==> config.mk <==
export PLATFORM = sky130hd
export DESIGN_NAME = fetch_unit_flat
export DESIGN_NICKNAME = d
export VERILOG_FILES = /design/src/rtl/fetch_unit_if.sv /design/src/rtl/fetch_unit.sv /design/src/flat_wrapper.sv
export SDC_FILE = /design/constraint.sdc
export NUM_CORES = 1
export LEC_CHECK = 0
export ABC_CLOCK_PERIOD_IN_PS = 3300
export CAP_MARGIN = 15
export CORE_MARGIN = 3
export CORE_UTILIZATION = 25
export CTS_BUF_LIST = sky130_fd_sc_hd__clkbuf_2 sky130_fd_sc_hd__clkbuf_4 sky130_fd_sc_hd__clkbuf_8
export DETAILED_ROUTE_END_ITERATION = 6
export GPL_ROUTABILITY_DRIVEN = 0
export HOLD_SLACK_MARGIN = 0.05
export PLACE_DENSITY_LB_ADDON = 0.08
export SLEW_MARGIN = 25
export SYNTH_ARGS = -nofsm -noshare
export SYNTH_HDL_FRONTEND = slang
export SYNTH_SLANG_ARGS = --single-unit
==> constraint.sdc <==
create_clock -name CLK -period 3.3 [get_ports CLK]
set_clock_uncertainty 0.1 [all_clocks]
set_input_delay 0.495 -clock CLK [delete_from_list [all_inputs] [get_ports CLK]]
set_output_delay 0.495 -clock CLK [all_outputs]
set_load 0.05 [all_outputs]
==> src/rtl/fetch_unit_if.sv <==
// Instruction-memory request/acknowledge bus between the fetch unit and imem.
interface fetch_unit_if;
    logic        imem_req;
    logic [63:0] imem_addr;
    logic        imem_ack;
    logic [31:0] imem_rdata;

    modport master (output imem_req, output imem_addr, input imem_ack, input imem_rdata);
    modport slave  (input imem_req, input imem_addr, output imem_ack, output imem_rdata);
endinterface

==> src/rtl/fetch_unit.sv <==
// LEGv8 program-counter register and fetch sequencer: boots, fetches, holds for
// decode, retires, and traps misaligned targets and memory timeouts.
//
// state | meaning
// BOOT  | first edge after reset; load startpc
// FETCH | imem_req high, waiting for imem_ack (bounded by ACK_TIMEOUT)
// HOLD  | instruction valid for decode, waiting for advance
// FAULT | sticky trap; only reset leaves it
module fetch_unit #(
    parameter int ACK_TIMEOUT = 16,
    parameter int CNT_W       = 32
) (
    input  logic              CLK,
    input  logic              resetl,
    input  logic [63:0]       startpc,
    input  logic [63:0]       NextPC,
    input  logic              advance,
    fetch_unit_if.master      imem,
    output logic [63:0]       CurrentPC,
    output logic [31:0]       Instruction,
    output logic              inst_valid,
    output logic [1:0]        fault,
    output logic [CNT_W-1:0]  retired
);

    localparam int TW = (ACK_TIMEOUT > 1) ? $clog2(ACK_TIMEOUT) : 1;
    localparam logic [TW-1:0] TMO_LAST = TW'(ACK_TIMEOUT - 1);

    typedef enum logic [1:0] {
        BOOT  = 2'd0,
        FETCH = 2'd1,
        HOLD  = 2'd2,
        FAULT = 2'd3
    } state_t;

    state_t          state;
    logic [TW-1:0]   tmo_cnt;

    // Request derives straight from the state register so reset drops it asynchronously.
    assign imem.imem_req  = (state == FETCH);
    assign imem.imem_addr = CurrentPC;

    always_ff @(posedge CLK or negedge resetl) begin
        if (!resetl) begin
            state       <= BOOT;
            CurrentPC   <= '0;
            Instruction <= '0;
            inst_valid  <= 1'b0;
            fault       <= 2'b00;
            retired     <= '0;
            tmo_cnt     <= '0;
        end else begin
            case (state)
                BOOT: begin
                    CurrentPC <= startpc;
                    state     <= FETCH;
                end
                FETCH: begin
                    // An ack on the final allowed cycle takes priority over the timeout.
                    if (imem.imem_ack) begin
                        Instruction <= imem.imem_rdata;
                        inst_valid  <= 1'b1;
                        tmo_cnt     <= '0;
                        state       <= HOLD;
                    end else if (tmo_cnt == TMO_LAST) begin
                        fault <= 2'b10;
                        state <= FAULT;
                    end else begin
                        tmo_cnt <= tmo_cnt + 1'b1;
                    end
                end
                HOLD: begin
                    if (advance) begin
                        inst_valid <= 1'b0;
                        if (NextPC[1:0] == 2'b00) begin
                            CurrentPC <= NextPC;
                            retired   <= retired + 1'b1;
                            state     <= FETCH;
                        end else begin
                            fault <= 2'b01;
                            state <= FAULT;
                        end
                    end
                end
                FAULT: begin
                    inst_valid <= 1'b0;
                end
                default: begin
                    state <= FAULT;
                end
            endcase
        end
    end

endmodule

==> src/flat_wrapper.sv <==
// flat-port wrapper written by rule: the top's interface ports become plain ports
module fetch_unit_flat 
#(
    parameter int ACK_TIMEOUT = 16,
    parameter int CNT_W       = 32
)
  (CLK, resetl, startpc, NextPC, advance, CurrentPC, Instruction, inst_valid, fault, retired, imem_imem_req, imem_imem_addr, imem_imem_ack, imem_imem_rdata);
  fetch_unit_if imem_i ();
  input  logic CLK;
  input  logic resetl;
  input  logic [63:0] startpc;
  input  logic [63:0] NextPC;
  input  logic advance;
  output logic [63:0] CurrentPC;
  output logic [31:0] Instruction;
  output logic inst_valid;
  output logic [1:0] fault;
  output logic [CNT_W-1:0] retired;
  output wire logic [$bits(imem_i.imem_req)-1:0] imem_imem_req;
  output wire logic [$bits(imem_i.imem_addr)-1:0] imem_imem_addr;
  input wire logic [$bits(imem_i.imem_ack)-1:0] imem_imem_ack;
  input wire logic [$bits(imem_i.imem_rdata)-1:0] imem_imem_rdata;
  assign imem_imem_req = imem_i.imem_req;
  assign imem_imem_addr = imem_i.imem_addr;
  assign imem_i.imem_ack = imem_imem_ack;
  assign imem_i.imem_rdata = imem_imem_rdata;
  fetch_unit #(.ACK_TIMEOUT(ACK_TIMEOUT), .CNT_W(CNT_W)) u_core (.CLK(CLK), .resetl(resetl), .startpc(startpc), .NextPC(NextPC), .advance(advance), .imem(imem_i), .CurrentPC(CurrentPC), .Instruction(Instruction), .inst_valid(inst_valid), .fault(fault), .retired(retired));
endmodule
Word level (Yosys, flattened, before mapping)
Index checks and enable logic that the tools add are counted.

Add/sub/neg operators: 2. $mul: 0. Div/mod/pow operators: 0. Magnitude comparators: 0. Eq/ne operators: 12. Shift-type cells: 0. Multiplexer cells: 18. Bitwise logic cells: 0. Reduce and logical (&&, ||, !) cells: 13.

Operators with widths (count): two-way mux 64 bit (2); case mux 64 bit (2 select lines) (1); adder 32 x 1 -> 32 bit, second input constant (1); two-way mux 2 bit (8); AND reduction 3 bit (4); two-way mux 4 bit (2); inequality test 2 bit, second input constant (4); inequality test 2 x 1 -> 1 bit, second input constant (3); case mux 2 bit (3 select lines) (1); nonzero test 3 bit (2); AND reduction 5 bit (1); adder 4 x 1 -> 4 bit, second input constant (1); equality test 2 bit, second input constant (2); equality test 4 bit, second input constant (1); logical NOT 2 bit (2); case mux 2 bit (2 select lines) (1); AND reduction 2 bit (2); nonzero test 2 bit (2); inequality test 3 x 1 -> 1 bit, second input constant (1); case mux 1 bit (3 select lines) (1); equality test 2 x 1 -> 1 bit, second input constant (1); two-way mux 1 bit (2).

Register bits after elaboration: 137. Bits in latches: 0. Bits in writable memories: 0. ROM bits: 0. Bits of input ports: 164. Output and inout port bits: 196. Memories kept: 0.

Depth between registers and ports, before layout
Gate-level depths: netlist of run 1.

Depth in word-level cells: 4. Gate-level depth with buffers: 9.

Least setup slack after synthesis of run 1
No wires, ideal clock.

Path type: flip-flop to flip-flop. From: register u_core.state[0]. To: register u_core.retired[22]. Setup time: 0.082 ns. Arrival: 2.039 ns. Data required time: 3.118 ns. Slack: 1.079 ns. Cell stages (with the launch flop): 10. Cell sequence: dfrtp_1 -> inv_1 -> ha_1 -> buf_2 -> nand4bb_1 -> buf_2 -> or4_1 -> buf_4 -> nor4_4 -> xor2_1.

Longest elaborated chain between the ends: 2.

RTL lines: start, declared (line fetch_unit.sv:36) `state_t state;`; start signal, assigned (line fetch_unit.sv:45) `state <= BOOT;`; start signal, assigned (line fetch_unit.sv:56) `state <= FETCH;`; start signal, assigned (line fetch_unit.sv:64) `state <= HOLD;`; equality test 2 bit (line fetch_unit.sv:53) `case (state)`; AND reduction 3 bit (no source line); end signal, assigned (line fetch_unit.sv:77) `retired <= retired + 1'b1;`; end, declared (line fetch_unit.sv:23) `output logic [CNT_W-1:0] retired`.

No other way between the ends. A chain may end at the register's enable or synchronous reset.

Worst setup path in the final report of run 1
From: register u_core.state[1]. To: output port imem_imem_req.

Longest elaborated chain between the ends: 1.

RTL lines: equality test 2 x 1 -> 1 bit (line fetch_unit.sv:40) `assign imem.imem_req = (state == FETCH);`; end, declared (line flat_wrapper.sv:19) `output wire logic [$bits(imem_i.imem_req)-1:0] imem_imem_req;`.

No other way between the ends.

==> results of run 1 <==
where the power goes:
group,leakage (nW),switching (mW),internal [mW],total (mW)
registers,1.71,0.541,2.34,2.88
logic,2.39,4.92,2.47,7.39
clock network,0.184,0.701,0.695,1.40
total,4.29,6.16,5.50,11.7
worst max-delay path: stages, from the launching register on:
cell,delay [ps]
dfrtp_1,450
inv_1,150
ha_1,330
clkdlybuf4s50_1,900
state kept, by name, summed over array words and instances (netlist names):
name / flops
u_core.fault: 2
u_core.inst_valid: 1
u_core.state: 2
u_core.tmo_cnt: 4
u_core.Instruction: 32
u_core.retired: 32
u_core.CurrentPC: 64
synthesized netlist by cell type, types with 2 or more instances:
library cell | number | area, sq um
or2_2 | 2 | 12.5
ha_1 | 8 | 100
nor3_1 | 12 | 60.1
inv_1 | 8 | 30.0
nor2b_1 | 2 | 12.5
nand3_1 | 12 | 60.1
mux2_2 | 32 | 360
o21ai_0 | 67 | 335
buf_2 | 3 | 15.0
nand4_1 | 12 | 75.1
a32o_1 | 2 | 20.0
nor2_1 | 8 | 30.0
xnor2_1 | 13 | 114
a21oi_1 | 4 | 20.0
buf_1 | 8 | 30.0
a31oi_1 | 2 | 12.5
or4_1 | 2 | 15.0
nand2_1 | 78 | 293
dfrtp_1 | 137 | 3430
and4_1 | 5 | 43.8
and3_1 | 5 | 31.3
nor4_1 | 2 | 12.5
o22ai_1 | 2 | 12.5
mux2i_1 | 62 | 621
clkbuf_1 | 15 | 56.3
xor2_1 | 18 | 158
buf_4 | 65 | 488
cells by family (layout without fill, tap and decap cells):
| kind of cell | after synthesis | count (layout) | share of synthesized area [%] |
|---|---|---|---|
| buf+inv | 99 | 407 | 9.39 |
| mux | 94 | 94 | 14.9 |
| xor+xnor | 31 | 31 | 4.12 |
| compound gates | 86 | 86 | 7.23 |
| simple gates | 146 | 146 | 10.9 |
| flops | 137 | 137 | 52.0 |
| fa+ha+maj | 8 | 8 | 1.52 |
| other cells | 0 | 1 | 0 |
metal layers:
layer / part of all wire, % / routed length [um] / vias up / GRT usage, %
met4: 2.4 / 515 / 0 / 4.77
met1: 39 / 8410 / 2595 / 17.2
met2: 52 / 11000 / 209 / 26.2
met3: 6.8 / 1460 / 24 / 4.70
li1: - / - / 2612 / -
met5: 0 / 0 / - / 0
worst max-delay path by stage:
| stage | slack, ps | endpoint | depth (start not counted) | start |
|---|---|---|---|---|
| 3_5_place_dp | 680 | u_core.retired[20] | 5 | advance |
| 5_1_grt | 250 | imem_imem_req | 3 | u_core.state[1] |
| 6_report | 450 | imem_imem_req | 3 | u_core.state[1] |
| 4_1_cts | 390 | imem_imem_req | 3 | u_core.state[1] |
| 2_1_floorplan | 1080 | u_core.retired[22] | 9 | u_core.state[0] |
| 3_3_place_gp | 670 | u_core.retired[20] | 5 | advance |
stage by stage:
stage,area [sq um],setup slack [ps],std cells,total power [mW]
floorplan,6600,1080,601,8.16
global placement,10100,669,1207,10.3
detailed placement,10100,679,1207,10.4
CTS,10500,389,1239,11.9
global route,10500,245,1239,12.3
finish,10500,452,1240,11.7
area by class of cell:
class	instances	area [sq um]
fill	2482	15000
timing repair buffer	368	3690
sequential	137	3430
multi-input combinational	365	2570
tap	330	413
clock buffer	18	248
clock inverter	13	146
inverter	8	30.0
antenna	1	2.50
==> metrics.md, run 1 <==
| Metric | Value |
|---|---|
| Outcome | `completed` |
| Hold path start | `u_core.retired[31]` |
| Full die area | `0.0284 sq mm` |
| Reg2reg start | `u_core.state[0]` |
| DR vias/cell | `4.39` |
| Fmax | `351 MHz` |
| Final hold vios | `0` |
| Worst EP arrival | `2250 ps` |
| Flop-to-flop setup slack | `960 ps` |
| CTS Hold Buffers Added | `1` |
| I/O pin count | `360` |
| Reg clk slew, reported paths | `90 ps` |
| Synth Cell Area | `0.00660 sq mm` |
| Tightest Pin Transition | `817 ps` |
| Async set-or-reset flop fraction in the synthesized netlist | `100%` |
| Via count | `5440` |
| Grt ovf | `0` |
| Worst Hold Class | `flip-flop to flip-flop` |
| Root Driver | `clkbuf_8` |
| Row count | `58` |
| Max-cap violations | `0` |
| CTS Buf Count | `17` |
| Critical path endpoint category | `output port` |
| Commonest non-fill, non-tap cell in the layout | `clkdlybuf4s50_1` |
| Area growth syn-to-layout | `59.6%` |
| Largest net degree at the start of global routing | `127` |
| Total GRT Usage | `14.9%` |
| Vias in the first global route | `5732` |
| Number of port buffers | `359` |
| EDFF count, synth | `0` |
| H-tree depth | `4` |
| Period minus WS final | `2850 ps` |
| Worst-path fanout max | `8` |
| Pwr dens | `1110 mW/mm^2` |
| CTS tree | `built` |
| Min-Delay Path Depth | `1` |
| Number of clock sinks | `137` |
| Clk buf depth | `2` |
| Worst skew pair latency | `430 ps` |
| Final setup violation count | `0` |
| Post-CTS Repair Setup Buffers | `0` |
| Pins over their slew limit | `0` |
| Die Span X | `168 um` |
| Synth Register Bits | `137` |
| Leak | `4.29 nW` |
| Mapped Nets | `773` |
| Top FF cell, synth | `dfrtp_1` |
| Initial Util | `25.8%` |
| Post-CTS sizing | `0` |
| Synth cell types | `42` |
| Routed len/inst | `17.3 um` |
| Worst setup SP type | `flip-flop` |
| Peak supply drop | `0.000707 V` |
| Critical path class | `flip-flop to output port` |
| Final Core Density | `41.2%` |
| R2r worst-path depth | `7` |
| RR Endpoint | `u_core.retired[27]` |
| Final Cycle Share | `86.3%` |
| Height of the die | `168 um` |
| Nets | `1069` |
| Mapped Cells | `601` |
| RSZ-0062 raised after global routing | `false` |
| # DRC | `0` |
| Drt pass-1 iters | `4` |
| Commonest cells after routing, fill and taps aside | `clkdlybuf4s50_1 (358), dfrtp_1 (137), nand2_1 (78), o21ai_0 (67), mux2i_1 (62)` |
| Core Area | `0.0255 sq mm` |
| Average size of a mapped cell | `11.0 sq um` |
| Final ANT Viol Nets | `0` |
| Initial drt markers | `218` |
| CP required | `2700 ps` |
| Worst hold endpoint | `u_core.retired[31]` |
| Synth Warn # | `0` |
| Antenna violations before repair | `0` |
| First-pass GRT wire length | `33200 um` |
| Final wirelength | `21400 um` |
| Sequential element share of the synthesized area | `52.0%` |
| Relative slew slack | `45.5%` |
| Share of cells above drive strength 1 | `8.91%` |
| DP HPWL | `16500 um` |
| Setup tns final | `0 ps` |
| Worst hold slack | `386 ps` |
Note: power is estimated with default switching activity, not from simulation.
==> inputs of run 2 (changes only) <==
--- a/config.mk
+++ b/config.mk
@@ -12,6 +12,7 @@
 export CTS_BUF_LIST = sky130_fd_sc_hd__clkbuf_2 sky130_fd_sc_hd__clkbuf_4 sky130_fd_sc_hd__clkbuf_8
 export DETAILED_ROUTE_END_ITERATION = 6
 export GPL_ROUTABILITY_DRIVEN = 0
+export GPL_TIMING_DRIVEN = 0
 export HOLD_SLACK_MARGIN = 0.05
 export PLACE_DENSITY_LB_ADDON = 0.08
 export SLEW_MARGIN = 25
==> run 2 against run 1 <==
Against the previous run:
- sequential cell count unchanged
- critical path depth is 6 higher
- count of clock-buffer cells in the layout grew 2
- worst setup slack worse by 4.4 ps
- cell area grew 5.0%
- fmax down 0.15%
- register-to-register slack got worse by 510 ps
- total power increased by 5.7%
- hold slack got worse by 9.3 ps
- sequential power barely moved
- critical path type is now flip-flop to flip-flop
- critical endpoint is now u_core.CurrentPC[47]
- largest power group unchanged
==> metrics.md, run 2 (synthesis results as in run 1) <==
| Metric | Value |
|---|---|
| Hold path start | `u_core.retired[31]` |
| Final setup violation count | `0 (unchanged)` |
| Multi-input logic area | `0.00255 sq mm (-0.78%)` |
| RR Endpoint | `u_core.CurrentPC[47]` |
| DP HPWL | `17800 um (+8.2%)` |
| Worst hold slack | `376 ps (-9.25 ps)` |
| Die Span X | `168 um (unchanged)` |
| Max reg flops | `64 (unchanged)` |
| I/O pin count | `360 (unchanged)` |
| Routed len/inst | `17.3 um (+0.28%)` |
| Register area | `0.00343 sq mm (unchanged)` |
| CTS Buf Count | `17 (unchanged)` |
| Root Driver | `clkbuf_8` |
| Critical path class | `flip-flop to flip-flop` |
| Int Pwr | `5.97 mW (+8.5%)` |
| Fillers | `2524 (+1.7%)` |
| Final Cycle Share | `86.4% (+0.13 points)` |
| Area growth syn-to-layout | `67.6%` |
| Fmax | `351 MHz (-0.15%)` |
| Reg with most FFs | `u_core.CurrentPC` |
| Grt ovf | `0 (unchanged)` |
| Leak | `4.63 nW (+8.0%)` |
| Drt pass-1 iters | `5 (+1)` |
| Pins over their slew limit | `0 (unchanged)` |
| Critical path endpoint category | `flip-flop` |
| Initial Util | `25.8% (unchanged)` |
| DR vias/cell | `4.33 (-1.4%)` |
| Sequential Power Share | `23.3% (-1.4 points)` |
| Tightest Pin Transition | `814 ps (-3.41 ps)` |
| DP Area | `0.0106 sq mm (+5.1%)` |
| Worst-path fanout max | `10 (+2)` |
| Row count | `58 (unchanged)` |
| Nets | `1153 (+7.9%)` |
| Final ANT Viol Nets | `0 (unchanged)` |
| Commonest cells after routing, fill and taps aside | `clkdlybuf4s50_1 (358), dfrtp_1 (137), nand2_1 (78), o21ai_0 (67), buf_4 (65)` |
| CP required | `3550 ps (+850 ps)` |
| Max-cap violations | `0 (unchanged)` |
| CP endpoint | `u_core.CurrentPC[47]` |
| Final hold vios | `0 (unchanged)` |
| Final Non-Filler Cells | `1325 (+6.9%)` |
| Peak supply drop | `0.000728 V (+3.1%)` |
| Via count | `5731 (+5.3%)` |
| Post-CTS Repair Setup Buffers | `0 (unchanged)` |
| Switching Fraction | `51.6% (-1.2 points)` |
| Total power | `12.3 mW (+5.7%)` |
| Crit. Startpoint | `u_core.state[0]` |
| Outcome | `completed` |
| Worst EP arrival | `3100 ps (+850 ps)` |
| Height of the die | `168 um (unchanged)` |
| P_sw | `6.36 mW (+3.2%)` |
| Final instance area | `0.0111 sq mm (+5.0%)` |
| Share of cells above drive strength 1 | `14.3% (+5.4 points)` |
| RSZ-0062 raised after global routing | `false` |
| Flop-to-flop setup slack | `450 ps (-510 ps)` |
| Clock power frac | `11.8% (-0.2 points)` |
| Vias in the first global route | `5918 (+3.2%)` |
| Combinational power share | `64.9% (+1.6 points)` |
| Post-CTS sizing | `0 (unchanged)` |
| Commonest non-fill, non-tap cell in the layout | `clkdlybuf4s50_1` |
| Initial drt markers | `186 (-15%)` |
| Worst Hold Class | `flip-flop to flip-flop` |
| Core Area | `0.0255 sq mm (unchanged)` |
| Period minus WS final | `2850 ps (+4.37 ps)` |
| Full die area | `0.0284 sq mm (unchanged)` |
| Final wirelength | `23000 um (+7.2%)` |
| CTS tree | `built` |
| # DRC | `0 (unchanged)` |
| Clk buf depth | `2 (unchanged)` |
| Antenna violations before repair | `1 (+1)` |
| Placed insts | `1291 (+7.0%)` |
| First-pass GRT wire length | `35200 um (+5.8%)` |
| Total GRT Usage | `16.0% (+1.1 points)` |
| Pwr dens | `1120 mW/mm^2 (+0.69%)` |
| Reg2reg start | `u_core.state[0]` |
| Worst setup SP type | `flip-flop` |
| Relative slew slack | `45.7% (+0.23 points)` |
| Largest net degree at the start of global routing | `70 (-45%)` |
| Number of clock sinks | `137 (unchanged)` |
| R2r worst-path depth | `9 (+2)` |
| Reg clk slew, reported paths | `90 ps (about the same)` |
| Worst skew pair latency | `430 ps (about the same)` |
| Number of port buffers | `359 (unchanged)` |
| H-tree depth | `4 (unchanged)` |
| Top flop regs | `u_core.CurrentPC (64), u_core.Instruction (32), u_core.retired (32)` |
## run 2: how the worst min path moves through the flow
stage	end	slack [ps]	cells after the start
2_1_floorplan	u_core.CurrentPC[0]	100	0
3_3_place_gp	u_core.retired[31]	360	1
3_5_place_dp	u_core.retired[31]	380	1
4_1_cts	u_core.retired[31]	390	1
5_1_grt	u_core.retired[24]	410	1
6_report	u_core.retired[31]	380	1
## run 2: worst max-delay path, stage by stage, from the launching register on
cell	delay, ps
dfrtp_1	450
inv_1	90
ha_1	190
buf_2	160
and4bb_2	280
a21oi_2	410
clkbuf_1	440
clkbuf_1	460
nand2_1	110
o21ai_0	90
## run 2: power by group through the flow
stage | logic [mW] | clock network, mW | registers (mW)
floorplan | 3.25 | 0 | 4.92
global placement | 8.08 | 0 | 2.90
detailed placement | 8.10 | 0 | 2.92
CTS | 8.11 | 1.52 | 2.89
global route | 8.45 | 1.60 | 2.98
finish | 8.01 | 1.46 | 2.87
## run 2: per-layer routing
metal / up-vias / share of wire, % / global-route usage [%]
met5: - / 0 / 0
met4: 0 / 2.4 / 4.94
li1: 2780 / - / -
met2: 215 / 49 / 26.5
met1: 2712 / 42 / 19.8
met3: 24 / 7.1 / 5.28
## run 2: repair_timing
action,4_1_cts,5_1_grt
hold buffers,1,0
endpoints found under the setup margin,0,0
endpoints found under the hold margin,68,0
## run 2: area by class of cell
class                      instances  area share (%)
timing repair buffer             361            32.9
sequential                       137            31.0
multi-input combinational        365            23.1
buffer                            91            5.33
tap                              330            3.73
clock buffer                      20            2.43
clock inverter                    12            1.27
inverter                           8           0.272
antenna                            1          0.0226
## run 2: stage by stage
stage | utilization [%] | setup TNS (ps) | worst slack, ps
after global routing | 43.3 | 0 | 68.3
after CTS | 43.3 | 0 | 327
after floorplan | - | 0 | 1080
after global placement | 41.5 | -622860 | -4560
after detailed placement | 41.6 | 0 | 176
final | 43.3 | 0 | 447
==> inputs of run 3 (changes only) <==
--- a/config.mk
+++ b/config.mk
@@ -5,7 +5,7 @@
 export SDC_FILE = /design/constraint.sdc
 export NUM_CORES = 1
 export LEC_CHECK = 0
-export ABC_CLOCK_PERIOD_IN_PS = 3300
+export ABC_CLOCK_PERIOD_IN_PS = 2600
 export CAP_MARGIN = 15
 export CORE_MARGIN = 3
 export CORE_UTILIZATION = 25
@@ -14,8 +14,8 @@
 export GPL_ROUTABILITY_DRIVEN = 0
 export GPL_TIMING_DRIVEN = 0
 export HOLD_SLACK_MARGIN = 0.05
+export MAX_ROUTING_LAYER = met4
 export PLACE_DENSITY_LB_ADDON = 0.08
-export SLEW_MARGIN = 25
 export SYNTH_ARGS = -nofsm -noshare
 export SYNTH_HDL_FRONTEND = slang
 export SYNTH_SLANG_ARGS = --single-unit
==> constraint.sdc (replaced) <==
create_clock -name CLK -period 2.6 [get_ports CLK]
set_clock_uncertainty 0.1 [all_clocks]
set_input_delay 0.39 -clock CLK [delete_from_list [all_inputs] [get_ports CLK]]
set_output_delay 0.39 -clock CLK [all_outputs]
set_load 0.05 [all_outputs]
==> run 3 against run 2 <==
Against the previous run:
- first-iteration DRC count grew 7.0%
- non-clock buffer count grew 2
- sequential power grew 27%
- fmax grew 18%
- routed wire length shrank 0.35%
- final cell count grew 0.15%
- combinational power grew 27%
- clock power grew 27%
- critical path type unchanged
- critical endpoint is now u_core.retired[20]
- largest cell class unchanged
==> metrics.md, run 3 (synthesis results as in run 1) <==
| Metric | Value |
|---|---|
| Worst hold slack | `377 ps (+0.116 ps)` |
| Fmax | `413 MHz (+18%)` |
| Hold path start | `u_core.retired[31]` |
| Final Cycle Share | `93.2% (+6.7 points)` |
| H-tree depth | `4 (unchanged)` |
| Share of cells above drive strength 1 | `15.5% (+1.2 points)` |
| Die Span X | `168 um (unchanged)` |
| R2r worst-path depth | `9 (unchanged)` |
| Routed len/inst | `17.2 um (-0.50%)` |
| Flop-to-flop setup slack | `180 ps (-270 ps)` |
| Total power | `15.7 mW (+28%)` |
| Worst skew pair latency | `430 ps (about the same)` |
| Worst Hold Class | `flip-flop to flip-flop` |
| RR Endpoint | `u_core.retired[20]` |
| Final hold vios | `0 (unchanged)` |
| I/O pin count | `360 (unchanged)` |
| Core Area | `0.0255 sq mm (unchanged)` |
| # DRC | `0 (unchanged)` |
| Commonest cells after routing, fill and taps aside | `clkdlybuf4s50_1 (357), dfrtp_1 (137), nand2_1 (78), o21ai_0 (67), buf_4 (67)` |
| Critical path endpoint category | `flip-flop` |
| Area growth syn-to-layout | `68.4%` |
| DR vias/cell | `4.33 (about the same)` |
| Setup tns final | `0 ps (unchanged)` |
| Root Driver | `clkbuf_8` |
| Via count | `5745 (+0.24%)` |
| Clk buf depth | `2 (unchanged)` |
| Worst path bufs/invs | `4 (unchanged)` |
| CTS tree | `built` |
| CTS Buf Count | `17 (unchanged)` |
| CP required | `2870 ps (-680 ps)` |
| Initial Util | `25.8% (unchanged)` |
| Final wirelength | `22900 um (-0.35%)` |
| Pwr dens | `1420 mW/mm^2 (+27%)` |
| First-pass GRT wire length | `34900 um (-0.71%)` |
| Outcome | `completed` |
| Commonest non-fill, non-tap cell in the layout | `clkdlybuf4s50_1` |
| Full die area | `0.0284 sq mm (unchanged)` |
| Worst setup SP type | `flip-flop` |
| Nets | `1155 (+0.17%)` |
| Height of the die | `168 um (unchanged)` |
| Pins over their slew limit | `0 (unchanged)` |
| Peak supply drop | `0.000924 V (+27%)` |
| Total GRT Usage | `16.4% (+0.38 points)` |
| Most used cell, CP | `buf_2` |
| Final setup violation count | `0 (unchanged)` |
| Max-cap violations | `0 (unchanged)` |
| Leak | `4.68 nW (+0.92%)` |
| Crit-path cells | `inv_1 -> ha_1 -> buf_2 -> nand4bb_1 -> buf_2 -> or4_1 -> buf_4 -> nor3_1 -> xor2_1` |
| Worst EP arrival | `2690 ps (-410 ps)` |
| Initial drt markers | `199 (+7.0%)` |
| Fillers | `2516 (-0.32%)` |
| RSZ-0062 raised after global routing | `true` |
| Grt ovf | `0 (unchanged)` |
| Vias in the first global route | `5941 (+0.39%)` |
| Reg2reg start | `u_core.state[0]` |
| Critical path class | `flip-flop to flip-flop` |
| Worst hold endpoint | `u_core.retired[31]` |
| Worst-path fanout max | `9 (-1)` |
| Max reg flops | `64 (unchanged)` |
| Crit-path slowest cell | `or4_1` |
| DP HPWL | `17800 um (about the same)` |
| Number of clock sinks | `137 (unchanged)` |
| Period minus WS final | `2420 ps (-430 ps)` |
| Multi-input logic area | `0.00256 sq mm (+0.54%)` |
| Highest cell delay on the worst timing path | `540 ps (+80 ps)` |
| Register area | `0.00343 sq mm (unchanged)` |
| Drt pass-1 iters | `4 (-1)` |
| Cell family with most CP delay | `simple AND/OR/NAND/NOR gates` |
| Antenna violations before repair | `1 (unchanged)` |
| Final Core Density | `43.5% (+0.20 points)` |
| Reg clk slew, reported paths | `90 ps (about the same)` |
| Tightest Pin Transition | `820 ps (+6.64 ps)` |
| Row count | `58 (unchanged)` |
| Largest net degree at the start of global routing | `70 (unchanged)` |
| Number of port buffers | `359 (unchanged)` |
| Relative slew slack | `45.3% (-0.44 points)` |
| Top flop regs | `u_core.CurrentPC (64), u_core.Instruction (32), u_core.retired (32)` |
| Min-Delay Path Depth | `1 (unchanged)` |
| Final ANT Viol Nets | `0 (unchanged)` |
| Reg with most FFs | `u_core.CurrentPC` |
[run 3: worst max-delay path by stage]
stage / from / end / slack, ps / depth (start not counted)
after CTS: u_core.state[0] / u_core.CurrentPC[60] / 70 / 8
after global placement: resetl / u_core.CurrentPC[12] / -5160 / 1
after detailed placement: advance / u_core.CurrentPC[42] / -420 / 7
after floorplan: u_core.state[0] / u_core.retired[22] / 380 / 9
after global routing: u_core.state[0] / u_core.CurrentPC[56] / -30 / 7
final: u_core.state[0] / u_core.retired[20] / 180 / 9
[run 3: through the flow]
| step | worst slack, ps | area (sq um) | cells |
|---|---|---|---|
| floorplan | 379 | 6600 | 601 |
| global placement | -5160 | 10600 | 1290 |
| detailed placement | -419 | 10600 | 1291 |
| CTS | 70.4 | 11100 | 1323 |
| global route | -26.5 | 11100 | 1327 |
| finish | 177 | 11100 | 1327 |
[run 3: worst reg2reg max path: stages (launching register included)]
cell	delay [ps]
dfrtp_1	450
inv_1	110
ha_1	140
buf_2	160
nand4bb_1	110
buf_2	180
or4_1	540
buf_4	200
nor3_1	230
xor2_1	160
[run 3: power breakdown]
part | total, mW | internal [mW] | switching [mW]
combinational | 10.2 | 3.75 | 6.49
sequential | 3.64 | 2.97 | 0.670
clock | 1.85 | 0.927 | 0.921
[run 3: routing by layer]
layer	vias to the layer above	share of wire (%)	GRT usage, %
li1	2789	-	-
met1	2720	43	20.0
met2	209	48	26.4
met3	27	6.5	4.72
met4	0	2.5	4.94
met5	-	0	-
[run 3: final cells by class]
cell class | count | area share (%)
Tap cell | 330 | 3.72
Inverter | 8 | 0.270
Multi-Input combinational cell | 365 | 23.1
Clock buffer | 20 | 2.42
Buffer | 90 | 5.36
Antenna cell | 1 | 0.0225
Clock inverter | 12 | 1.26
Sequential cell | 137 | 30.9
Timing Repair Buffer | 364 | 33.0
[run 3: timing repair]
item                                   in CTS  in global routing
buffers inserted                            0                  3
endpoints found under the hold margin      68                  0
gates resized for setup                     5                 11
hold buffers                                1                  0
setup endpoints to repair                  41                 41
